## config.mk

```make
export PLATFORM = sky130hd
export DESIGN_NAME = fft_top_mul_rnd_sat
export DESIGN_NICKNAME = d
export VERILOG_FILES = /design/src/rtl/fft_top_mul_rnd_sat.sv
export SDC_FILE = /design/constraint.sdc
export NUM_CORES = 1
export LEC_CHECK = 0
export ABC_CLOCK_PERIOD_IN_PS = 5830
export BUFFER_PORTS_ARGS = -buffer_cell sky130_fd_sc_hd__buf_2
export CAP_MARGIN = 10
export CORE_MARGIN = 4
export CORE_UTILIZATION = 49
export CTS_CLUSTER_DIAMETER = 200
export DETAILED_ROUTE_END_ITERATION = 7
export PLACE_DENSITY = 0.66
export SLEW_MARGIN = 15
export SYNTH_ARGS = -nofsm -noshare
export SYNTH_HDL_FRONTEND = slang
export SYNTH_SLANG_ARGS = --single-unit
```

## constraint.sdc

```tcl
create_clock -name clk -period 5.83 [get_ports clk]
set_input_delay 0.583 -clock clk [delete_from_list [all_inputs] [get_ports clk]]
set_output_delay 0.583 -clock clk [all_outputs]
set_load 0.01 [all_outputs]
```

## src/rtl/fft_top_mul_rnd_sat.sv

```systemverilog
// fft_top_mul_rnd_sat
//   Pipelined multiplier for FFT twiddle/scale paths. Forms the exact product
//   din0 x din1, shifts it right by SHIFT with selectable rounding, saturates
//   to OUT_W and tags every result with a valid bit and an overflow flag.
//   Latency is 3 + EXTRA_STAGE ce-high cycles. ce low freezes every pipeline
//   register.
// Ports
//   clk, reset           rising-edge clock, synchronous active-high reset
//   ce                   clock enable for the whole pipe
//   in_valid, din0, din1 input sample and its operands
//   clr_ovf              clears ovf_sticky (independent of ce)
//   out_valid, dout, ovf output sample, rounded/saturated product, clamp flag
//   ovf_sticky           some valid output was clamped since reset/clr_ovf
module fft_top_mul_rnd_sat #(
    parameter int A_W         = 15,
    parameter int B_W         = 26,
    parameter int A_SIGNED    = 0,
    parameter int B_SIGNED    = 1,
    parameter int SHIFT       = 15,
    parameter int OUT_W       = 26,
    parameter int ROUND_MODE  = 1,
    parameter int EXTRA_STAGE = 0
) (
    input  logic             clk,
    input  logic             reset,
    input  logic             ce,
    input  logic             in_valid,
    input  logic [A_W-1:0]   din0,
    input  logic [B_W-1:0]   din1,
    input  logic             clr_ovf,
    output logic             out_valid,
    output logic [OUT_W-1:0] dout,
    output logic             ovf,
    output logic             ovf_sticky
);
    // Product width holds any operand combination exactly; one more bit for
    // the rounding increment so it can never wrap.
    localparam int PW = A_W + B_W + 1;
    localparam int RW = PW + 1;
    localparam bit OUT_SIGNED = (A_SIGNED != 0) || (B_SIGNED != 0);

    localparam logic signed [RW-1:0] ONE_V = RW'(1);
    localparam logic signed [RW-1:0] MAX_V = OUT_SIGNED ? ((ONE_V <<< (OUT_W - 1)) - ONE_V)
                                                        : ((ONE_V <<< OUT_W) - ONE_V);
    localparam logic signed [RW-1:0] MIN_V = OUT_SIGNED ? -(ONE_V <<< (OUT_W - 1))
                                                        : '0;

    // Stage 1: operand capture
    logic [A_W-1:0] a_q, a_d;
    logic [B_W-1:0] b_q, b_d;
    logic           v1_q, v1_d;

    // Stage 2: exact product
    logic signed [PW-1:0] prod_q, prod_d;
    logic                 v2_q, v2_d;
    logic signed [PW-1:0] a_ext, b_ext;

    // Stage 3 and the extra delay stages share one array; index 0 is stage 3
    logic [OUT_W-1:0] pipe_dout_q  [EXTRA_STAGE+1];
    logic [OUT_W-1:0] pipe_dout_d  [EXTRA_STAGE+1];
    logic             pipe_ovf_q   [EXTRA_STAGE+1];
    logic             pipe_ovf_d   [EXTRA_STAGE+1];
    logic             pipe_valid_q [EXTRA_STAGE+1];
    logic             pipe_valid_d [EXTRA_STAGE+1];

    logic ovf_sticky_q, ovf_sticky_d;

    // Round / shift / saturate datapath
    logic signed [RW-1:0] prod_ext;
    logic signed [RW-1:0] q_floor;
    logic signed [RW-1:0] r_val;
    logic                 round_inc;
    logic [OUT_W-1:0]     sat_dout;
    logic                 sat_ovf;

    always_comb begin
        a_d  = din0;
        b_d  = din1;
        v1_d = in_valid;
    end

    always_comb begin
        if (A_SIGNED != 0) a_ext = {{(PW-A_W){a_q[A_W-1]}}, a_q};
        else               a_ext = {{(PW-A_W){1'b0}}, a_q};
        if (B_SIGNED != 0) b_ext = {{(PW-B_W){b_q[B_W-1]}}, b_q};
        else               b_ext = {{(PW-B_W){1'b0}}, b_q};
        prod_d = a_ext * b_ext;
        v2_d   = v1_q;
    end

    assign prod_ext = {prod_q[PW-1], prod_q};
    assign q_floor  = prod_ext >>> SHIFT;

    // The increment is decided from the dropped bits: the half bit and
    // whether anything below it is set (a tie is half bit alone).
    generate
        if (SHIFT == 0) begin : g_no_round
            assign round_inc = 1'b0;
        end else begin : g_round
            logic half_bit;
            logic below_nz;
            assign half_bit = prod_q[SHIFT-1];
            if (SHIFT == 1) begin : g_sh1
                assign below_nz = 1'b0;
            end else begin : g_shn
                assign below_nz = |prod_q[SHIFT-2:0];
            end
            always_comb begin
                round_inc = 1'b0;
                if (ROUND_MODE == 1)      round_inc = half_bit;
                else if (ROUND_MODE == 2) round_inc = half_bit & (below_nz | q_floor[0]);
            end
        end
    endgenerate

    assign r_val = q_floor + {{(RW-1){1'b0}}, round_inc};

    always_comb begin
        sat_ovf  = 1'b0;
        sat_dout = r_val[OUT_W-1:0];
        if (r_val > MAX_V) begin
            sat_ovf  = 1'b1;
            sat_dout = MAX_V[OUT_W-1:0];
        end else if (r_val < MIN_V) begin
            sat_ovf  = 1'b1;
            sat_dout = MIN_V[OUT_W-1:0];
        end
    end

    generate
        for (genvar gi = 0; gi <= EXTRA_STAGE; gi++) begin : g_stage
            if (gi == 0) begin : g_first
                assign pipe_dout_d[gi]  = sat_dout;
                assign pipe_ovf_d[gi]   = sat_ovf;
                assign pipe_valid_d[gi] = v2_q;
            end else begin : g_delay
                assign pipe_dout_d[gi]  = pipe_dout_q[gi-1];
                assign pipe_ovf_d[gi]   = pipe_ovf_q[gi-1];
                assign pipe_valid_d[gi] = pipe_valid_q[gi-1];
            end
        end
    endgenerate

    always_ff @(posedge clk) begin
        if (reset) begin
            a_q    <= '0;
            b_q    <= '0;
            v1_q   <= 1'b0;
            prod_q <= '0;
            v2_q   <= 1'b0;
            for (int i = 0; i <= EXTRA_STAGE; i++) begin
                pipe_dout_q[i]  <= '0;
                pipe_ovf_q[i]   <= 1'b0;
                pipe_valid_q[i] <= 1'b0;
            end
        end else if (ce) begin
            a_q          <= a_d;
            b_q          <= b_d;
            v1_q         <= v1_d;
            prod_q       <= prod_d;
            v2_q         <= v2_d;
            pipe_dout_q  <= pipe_dout_d;
            pipe_ovf_q   <= pipe_ovf_d;
            pipe_valid_q <= pipe_valid_d;
        end
    end

    // Sticky flag follows the registered outputs, so it rises the cycle after
    // a clamped sample is presented. Set wins over a simultaneous clear.
    assign ovf_sticky_d = (ovf_sticky_q & ~clr_ovf) | (out_valid & ovf);

    always_ff @(posedge clk) begin
        if (reset) ovf_sticky_q <= 1'b0;
        else       ovf_sticky_q <= ovf_sticky_d;
    end

    assign out_valid  = pipe_valid_q[EXTRA_STAGE];
    assign dout       = pipe_dout_q[EXTRA_STAGE];
    assign ovf        = pipe_ovf_q[EXTRA_STAGE];
    assign ovf_sticky = ovf_sticky_q;

endmodule
```

# --- After elaboration in Yosys (flattened, before gate mapping) ---
# Index checks and enable logic that the tools add are counted.
op_classes:
  addsub: 1
  multipliers: 1
  magnitude_cmp: 2
  mux: 4
  bitwise: 4
ops:
  columns: ["cell", "count"]
  rows:
  - ["$mux W26", 2]
  - ["$mul A16 B26 Y42", 1]
  - ["$add A27 B2 Y28", 1]
  - ["$gt A28 B26 Y1 const B", 1]
  - ["$lt A28 B26 Y1 const B", 1]
  - ["$and A1 B1 Y1", 2]
  - ["$mux W1", 2]
  - ["$not A1 Y1", 1]
  - ["$or A1 B1 Y1", 1]
word_totals:
  ff_bits: 114
  input_bits: 46
  output_inout_bits: 29

# --- Logic depth before layout (Yosys ltp) ---
# Gate-level depths: netlist of the first run.
logic_depth:
  depth_word: 4
  ltp_mapped: 24
  depth_no_buf: 23

# --- Least setup slack after synthesis of the first run ---
# OpenSTA, ideal clock, no wires.
synth_path:
  path_type: "register to register"
  startpoint: "register a_q[7]"
  endpoint: "register prod_q[27]"
  setup_ps: 86
  t_arrival_ps: 6036
  setup_slack_ps: -291
  stages_incl_launch_ff: 24
  synth_period_minus_slack_ps: 6121
  path_cell_list: "dfxtp_1 > clkbuf_1 > clkbuf_1 > nand2_1 > fa_1 > inv_1 > fa_1 > inv_1 > fa_1 > inv_1 > fa_1 > fa_1 > inv_1 > fa_1 > inv_1 > ha_1 > a21o_1 > or3_1 > o2111ai_1 > a21oi_1 > o31a_2 > a311oi_2 > xor2_1 > a211oi_1"
synth_via:
  elab_chain_len: 1
synth_rtl:
  columns: ["item", "line", "rtl"]
  rows:
  - ["start: declaration", "49", "logic [A_W-1:0] a_q, a_d;"]
  - ["start signal: assignment", "146", "a_q <= '0;"]
  - ["start signal: assignment", "157", "a_q <= a_d;"]
  - ["$mul A16 B26 Y42", "87", "prod_d = a_ext * b_ext;"]
  - ["end signal: assignment", "160", "prod_q <= prod_d;"]
  - ["end: declaration", "54", "logic signed [PW-1:0] prod_q, prod_d;"]
# No other way between the ends.
# A chain may end at the register's enable or synchronous reset.

# --- Final worst setup path of the first run ---
# Same ends and word-level chain as after synthesis.

==> out/qor.txt, run 1 <==
===================================================================================
Cell occurring most often along the worst timing path                          fa_1
Summed area of non-filler cells in the final layout                       21300 µm²
Count of placed standard cells in the final layout, fillers left out           2657
Tightest Pin Transition                                                     1.19 ns
Violations in the final reports                                        setup timing
Fin crit share                                                                 103%
Count of final max-slew check failures                                            0
Total number of clock tree sinks                                                100
# rows                                                                           69
Path class of the lowest-slack min-delay path                          primary input to flip-flop
Worst clock skew                                                          0.0177 ns
Total I/O pin count                                                              75
Multi-input gate area in the final layout                                 14400 µm²
Core outline area                                                         35700 µm²
Count of state elements after synthesis                                         100
Worst hold slack across all endpoints                                      0.431 ns
Syn nets                                                                       2498
Final core area utilization                                                   59.7%
Number of antenna violations at the first check in global routing                 2
Number of port buffers                                                           74
Count of endpoints failing setup in the final report                              9
Data arrival time of the worst path                                         6.25 ns
Number of hold buffers added after CTS                                            0
Post-route setup slack                                                    -0.199 ns
Via count                                                                     13700
List of cells traversed by the critical path                           buf_12 -> buf_4 -> buf_6 -> nand2_1 -> fa_1 -> inv_1 -> fa_1 -> fa_1 -> fa_1 -> fa_1 -> inv_2 -> fa_1 -> inv_2 -> ha_4 -> a21o_1 -> or3_4 -> o2111ai_2 -> a21oi_2 -> o31a_2 -> a311oi_2 -> xor2_1 -> a211oi_1
Root buffer cell                                                          clkbuf_16
Status                                                                 complete, but fails checks
Post-Synthesis Mean Instance Area                                          9.03 µm²
Total routing resource utilization after global routing                       24.5%
Detailed router's first-iteration violation count                               615
Effective utilization at floorplan                                            49.9%
Number of design rule violations left after detail routing                        0
Crit path required time                                                     6.05 ns
Leak pwr                                                                    10.6 nW
Net Sw Frac                                                                   41.1%
Max Root-Sink Buffers                                                             2
Master of the slowest instance on the critical path                            fa_1
Wirelength per Cell                                                         17.4 µm
Final total negative setup slack                                          -0.980 ns
Final Hold Violating Endpoints                                                    0
Total number of H-tree levels                                                     3
Int Power                                                                   1.88 mW
Top fanout value on the critical path                                             4
Pwr Density                                                              150 nW/µm²
Final Wtd Congestion                                                          0.868
Num CTS Buffers                                                                   9
Shortest period the worst path allows                                       6.03 ns
Post-detailed-placement half-perimeter wirelength                          37300 µm
Remaining number of nets flagged by the antenna check after routing               0
Top achievable clock speed                                                  166 MHz
Yosys synthesis warning count                                                     0
Clock network power share                                                     21.6%
Setup repair after global routing missed its margin                             yes
Worst relative slew slack                                                     20.3%
Sum of overflow across all layers after global routing                            0
Most common cell after layout, fill and taps aside                            inv_1
Net switching power figure                                                  1.31 mW
Seq/Total Area, Yosys                                                         11.2%
Placed insts                                                                   2607
Startpoint-to-endpoint class of the critical path                      flip-flop to flip-flop
Number of vias per cell after detailed routing                                 5.17
Worst vdd rail ir drop                                                       154 µV
Library cells used by synthesis                                                  60
Area of all sequential standard cells                                      2050 µm²
Commonest register cell after synthesis                                     dfxtp_1
Global-route wire length before repair                                     76400 µm
Most used cells in the layout excluding fill and tap cells             390 x inv_1, 358 x fa_1, 253 x nand2_1
Fraction of registers with async set or reset after synthesis                    0%
Worst skew pair latency                                                     0.38 ns
Number of detailed-route iterations in the first pass                             5
Post-synthesis instance area                                              17800 µm²
Largest net degree at the start of global routing                               110
Y dimension of the die                                                       199 µm
Share of power burned in registers                                            26.4%
Total Routed Length                                                        46200 µm
Number of nets in the final layout                                             2712
Post-synthesis cell count                                                      1976
Cell area after placement                                                 20100 µm²
Die X-Extent                                                                 199 µm
Area growth from synthesis to final layout                                    19.5%
Startpoint type of the worst setup path                                   flip-flop
Fraction of final layout cells with drive strength greater than 1             20.8%
Max cap viols                                                                     0
Number of global-route vias before repair                                     15300
Area of the die                                                           39500 µm²
Filler Cells Inserted                                                          3107
Largest stage delay on the critical path                                    0.55 ns
Share of power burned in combinational logic                                  52.0%
Critical Path Sink Type                                                   flip-flop
Clock tree from TritonCTS                                                       yes
Post-synth EDFFs                                                                  0
Clock-pin slew on the worst setup and hold paths                            0.09 ns
===================================================================================
==> critical path: cells and delay by family (launching register included) <==
family	cells	cell delay (ns)
xor+xnor	1	0.23
buf+inv	6	0.53
simple gates	2	0.41
compound gates	6	1.18
fa+ha+maj	7	3.19
flops	1	0.34
==> layout make-up <==
cell class / count / area share (%)
flip-flops and latches: 100 / 9.60
clock buffers: 9 / 1.06
inverters: 408 / 7.19
multi-input cells: 1369 / 67.5
clock inverters: 7 / 0.458
diodes: 1 / 0.0117
well taps: 461 / 2.71
repair buffers: 302 / 11.5
==> sequential cells by signal (all words and copies together) (netlist names) <==
register,count
dout,26
a_q,15
b_q,26
v1_q,1
prod_q,28
out_valid,1
ovf_sticky,1
ovf,1
pipe_valid_d,1
==> cells in the mapped netlist, types with 16 or more instances <==
cell	count	area share [%]
inv_1	408	8.6
fa_1	375	42
nand2_1	265	5.6
and2_1	168	5.9
nor2_1	110	2.3
ha_1	101	7.1
dfxtp_1	100	11
clkbuf_1	81	1.7
mux2i_1	58	3.3
a21oi_1	48	1.3
xnor2_1	40	2.0
a21o_1	23	0.97
o21ai_0	19	0.53
nand3_1	16	0.45
xor2_1	16	0.79
==> power by group through the flow <==
| stage | sequential, mW | combinational [mW] | clock [mW] |
|---|---|---|---|
| 2_1_floorplan | 0.833 | 0.970 | 0 |
| 3_3_place_gp | 0.851 | 1.49 | 0 |
| 3_5_place_dp | 0.854 | 1.51 | 0 |
| 4_1_cts | 0.840 | 1.60 | 0.710 |
| 5_1_grt | 0.853 | 1.86 | 0.733 |
| 6_report | 0.841 | 1.66 | 0.691 |
==> worst paths after layout <==
check	startpoint	to	slack (ns)	cells after the start
max reg2reg	a_q[7]$_SDFFE_PP0P_	prod_q[27]$_SDFFE_PP0P_	-0.20	22
min reg2reg	dout[25]$_SDFFE_PP0P_	dout[25]$_SDFFE_PP0P_	0.47	2
min	din1[2]	b_q[2]$_SDFFE_PP0P_	0.43	3
max	a_q[7]$_SDFFE_PP0P_	prod_q[27]$_SDFFE_PP0P_	-0.20	22
==> layer usage <==
| layer | wire length [µm] | GRT usage [%] |
|---|---|---|
| met4 | 1690 | 9.25 |
| met2 | 24200 | 44.2 |
| met1 | 18600 | 29.9 |
| met3 | 1800 | 3.13 |
| met5 | 0 | 0 |
==> metrics by stage <==
| stage | setup WS [ns] | total power [mW] |
|---|---|---|
| detailed placement | -0.423 | 2.37 |
| global route | -0.380 | 3.45 |
| CTS | -0.210 | 3.15 |
| global placement | -0.404 | 2.34 |
| finish | -0.199 | 3.19 |
| floorplan | 0.00296 | 1.80 |
==> cells by family after synthesis <==
group / Yosys count / synth area share [%]
AOI/OAI and AO/OA: 157 / 5.92
xor gates and xnor gates: 56 / 2.75
adders and majority gates: 476 / 49.2
buffers and inverters: 507 / 11.0
DFF: 100 / 11.2
muxes: 58 / 3.25
and+or+nand+nor: 622 / 16.7
==> repair_timing <==
item	CTS	global route
gates resized for setup	91	92
pin swaps	60	72
setup buffers	23	12
endpoints found under the setup margin	20	21
Power figures use the tool's default switching activity.
==> run 2: changes to the inputs <==
--- a/config.mk
+++ b/config.mk
@@ -5,6 +5,7 @@
 export SDC_FILE = /design/constraint.sdc
 export NUM_CORES = 1
 export LEC_CHECK = 0
+export ABC_AREA = 1
 export ABC_CLOCK_PERIOD_IN_PS = 5830
 export BUFFER_PORTS_ARGS = -buffer_cell sky130_fd_sc_hd__buf_2
 export CAP_MARGIN = 10
==> out/qor.txt, run 2 <==
===================================================================================
Effective utilization at floorplan                                            49.7%   was 49.9%
Fin crit share                                                                96.9%   was 103%
Detailed router's first-iteration violation count                              1183   was 615
Net switching power figure                                                  2.86 mW   was 1.31 mW
Worst clock skew                                                          0.0147 ns   was 0.0177 ns
Area growth from synthesis to final layout                                    15.9%   was 19.5%
Final Wtd Congestion                                                          0.914   was 0.868
Seq/Total Area, Yosys                                                         10.4%   was 11.2%
Num CTS Buffers                                                                   9   unchanged
Critical Path Sink Type                                                   flip-flop   unchanged
Core outline area                                                         38700 µm²   was 35700 µm²
Global-route wire length before repair                                     87300 µm   was 76400 µm
Number of antenna violations at the first check in global routing                 0   was 2
Library cells used by synthesis                                                  42   was 60
Remaining number of nets flagged by the antenna check after routing               0   unchanged
Total number of H-tree levels                                                     3   unchanged
Number of hold buffers added after CTS                                            0   unchanged
Post-synth EDFFs                                                                  0   unchanged
Int Power                                                                   2.74 mW   was 1.88 mW
Area of the die                                                           42500 µm²   was 39500 µm²
Final Hold Violating Endpoints                                                    0   unchanged
Post-Synthesis Mean Instance Area                                          7.37 µm²   was 9.03 µm²
Count of endpoints failing setup in the final report                              0   was 9
Post-route setup slack                                                     0.180 ns   was -0.199 ns
Yosys synthesis warning count                                                     0   unchanged
Clock tree from TritonCTS                                                       yes   unchanged
Startpoint type of the worst setup path                                   flip-flop   unchanged
Total routing resource utilization after global routing                       26.0%   was 24.5%
Placed insts                                                                   3240   was 2607
Y dimension of the die                                                       206 µm   was 199 µm
Worst skew pair latency                                                     0.41 ns   was 0.38 ns
Worst setup slack after placement                                        -0.0403 ns   was -0.423 ns
Count of state elements after synthesis                                         100   unchanged
Setup repair after global routing missed its margin                             yes   unchanged
Max cap viols                                                                     0   unchanged
Number of global-route vias before repair                                     17000   was 15300
Syn nets                                                                       3137   was 2498
Wirelength per Cell                                                         17.0 µm   was 17.4 µm
Total number of clock tree sinks                                                100   unchanged
Number of cells traversed by the worst register-to-register path                 24   was 22
Number of inserted diodes                                                         0   was 1
Worst relative slew slack                                                     51.6%   was 20.3%
Fraction of final layout cells with drive strength greater than 1             15.1%   was 20.8%
Die X-Extent                                                                 206 µm   was 199 µm
Synth area leader                                                              fa_1   unchanged
Path class of the lowest-slack min-delay path                          primary input to flip-flop   unchanged
Most used cells in the layout excluding fill and tap cells             684 x inv_1, 623 x nand2_1, 365 x fa_1   was 390 x inv_1, 358 x fa_1, 253 x nand2_1
Number of design rule violations left after detail routing                        0   unchanged
# rows                                                                           72   was 69
Top post-synthesis cells by area                                       fa_1 39%, inv_1 13%, nand2_1 13%, dfxtp_1 10%, ha_1 6.6%   was fa_1 42%, dfxtp_1 11%, inv_1 8.6%, ha_1 7.1%, and2_1 5.9%
End point of the most critical hold path                               a_q[14]$_SDFFE_PP0P_   was b_q[2]$_SDFFE_PP0P_
Top reg by flops                                                             prod_q   unchanged
Top fanout value on the critical path                                             8   was 4
Via count                                                                     16500   was 13700
Share of power burned in combinational logic                                  71.5%   was 52.0%
Leak pwr                                                                    12.2 nW   was 10.6 nW
Critical path startpoint                                               a_q[7]$_SDFFE_PP0P_   unchanged
Yosys top cell area share                                                     39.0%   was 42.1%
Internal reg-to-reg setup slack                                             0.18 ns   was -0.20 ns
Commonest register cell after synthesis                                     dfxtp_1   unchanged
Clock network power share                                                     12.1%   was 21.6%
Reg-to-Reg End                                                         prod_q[32]$_SDFFE_PP0P_   was prod_q[27]$_SDFFE_PP0P_
Sum of overflow across all layers after global routing                            0   unchanged
Fraction of registers with async set or reset after synthesis                    0%   unchanged
Net Sw Frac                                                                   51.1%   was 41.1%
Pwr Density                                                              251 nW/µm²   was 150 nW/µm²
Data arrival time of the worst path                                         5.95 ns   was 6.25 ns
Tightest Pin Transition                                                    0.725 ns   was 1.19 ns
Flip-flop count of the largest register after layout                             28   unchanged
Root buffer cell                                                          clkbuf_16   unchanged
Number of vias per cell after detailed routing                                 5.05   was 5.17
Source of the worst register-to-register timing path                   a_q[7]$_SDFFE_PP0P_   unchanged
Status                                                                 finished, final reports clean   was complete, but fails checks
Shortest period the worst path allows                                       5.65 ns   was 6.03 ns
Post-synthesis cell count                                                      2615   was 1976
Top achievable clock speed                                                  177 MHz   was 166 MHz
Startpoint-to-endpoint class of the critical path                      flip-flop to flip-flop   unchanged
Number of nets in the final layout                                             3273   was 2712
Total Routed Length                                                        55500 µm   was 46200 µm
Post-detailed-placement half-perimeter wirelength                          44200 µm   was 37300 µm
Post-synthesis instance area                                              19300 µm²   was 17800 µm²
Total I/O pin count                                                              75   unchanged
Crit path required time                                                     6.13 ns   was 6.05 ns
Cell depth of the worst min-delay path                                            3   unchanged
Top-count cell post-synth                                                     inv_1   unchanged
Number of detailed-route iterations in the first pass                             5   unchanged
Most common cell after layout, fill and taps aside                            inv_1   unchanged
Commonest cells post-synth                                             690 x inv_1, 642 x nand2_1, 375 x fa_1, 228 x nor2_1, 104 x o21ai_0   was 408 x inv_1, 375 x fa_1, 265 x nand2_1, 168 x and2_1, 110 x nor2_1
Count of final max-slew check failures                                            0   unchanged
Count of placed standard cells in the final layout, fillers left out           3274   was 2657
Worst vdd rail ir drop                                                       175 µV   was 154 µV
Largest net degree at the start of global routing                                62   was 110
Min-delay src                                                              din0[14]   was din1[2]
Number of port buffers                                                           74   unchanged
Share of power burned in registers                                            16.4%   was 26.4%
Clock-pin slew on the worst setup and hold paths                            0.09 ns   about the same
Max Root-Sink Buffers                                                             2   unchanged
===================================================================================
==> run 2: cell families after synthesis <==
family          synth area share, %
xor+xnor                       1.46
buf+inv                        15.8
flops                          10.4
fa+ha+maj                      45.5
simple gates                   20.9
compound gates                 5.87
==> run 2: how the worst max path moves through the flow <==
stage	to	slack [ns]
after floorplan	prod_q[41]$_SDFFE_PP0P_	0.21
after global placement	prod_q[21]$_SDFFE_PP0P_	-0.01
after detailed placement	prod_q[39]$_SDFFE_PP0P_	-0.04
after CTS	prod_q[21]$_SDFFE_PP0P_	0.02
after global routing	prod_q[18]$_SDFFE_PP0P_	-0.03
final	prod_q[32]$_SDFFE_PP0P_	0.18
==> run 2: timing repair <==
action                     in CTS  in global routing
pin swaps                       4                 20
resized for setup               7                149
setup buffers                   0                  9
gates cloned                    0                  9
setup endpoints to repair       8                 26
==> run 2: worst max-delay path, cell delays in order, from the launching register on <==
cell	delay, ns
dfxtp_4	0.37
buf_4	0.13
clkbuf_16	0.16
nand2_1	0.07
fa_1	0.51
fa_1	0.51
inv_1	0.05
fa_1	0.56
fa_1	0.47
fa_1	0.51
inv_1	0.06
fa_1	0.48
inv_1	0.05
ha_1	0.35
nand2_1	0.12
nor2_1	0.24
inv_1	0.09
nor2_2	0.15
inv_1	0.07
nor3_1	0.13
nand2_1	0.10
nand3_1	0.08
nand3_1	0.13
nand2_1	0.10
inv_1	0.04
==> run 2: power groups by stage <==
stage	logic (mW)	clock network, mW	registers [mW]
2_1_floorplan	2.19	0	0.900
3_3_place_gp	3.58	0	0.929
3_5_place_dp	3.59	0	0.929
4_1_cts	3.64	0.698	0.914
5_1_grt	4.47	0.718	0.931
6_report	4.01	0.677	0.921
==> run 2: final cells by class <==
cell class	instances	area, µm²
fill	3673	16400
multi-input combinational	1712	14600
inverter	701	2640
timing repair buffer	227	2050
sequential	100	2040
tap	518	648
clock buffer	9	225
clock inverter	7	91.3
==> run 2: stage by stage <==
| step | hold WS [ns] | total power, mW | TNS, ns | cell area (µm²) | utilization, % |
|---|---|---|---|---|---|
| after floorplan | 0.449 | 3.09 | 0 | 19300 | - |
| after global placement | 0.447 | 4.51 | -0.0109 | 21200 | 54.8 |
| after detailed placement | 0.453 | 4.52 | -0.0650 | 21200 | 54.8 |
| after CTS | 0.381 | 5.25 | 0 | 21600 | 55.7 |
| after global routing | 0.391 | 6.12 | -0.169 | 22300 | 57.7 |
| final | 0.397 | 5.61 | 0 | 22300 | 57.7 |
==> run 2: per-layer routing <==
metal,vias to the layer above,routed length (µm),GRT usage [%]
li1,7793,-,-
met4,0,1700,7.56
met3,103,3500,3.70
met1,8149,23600,36.1
met2,481,26700,42.7
met5,-,0,0
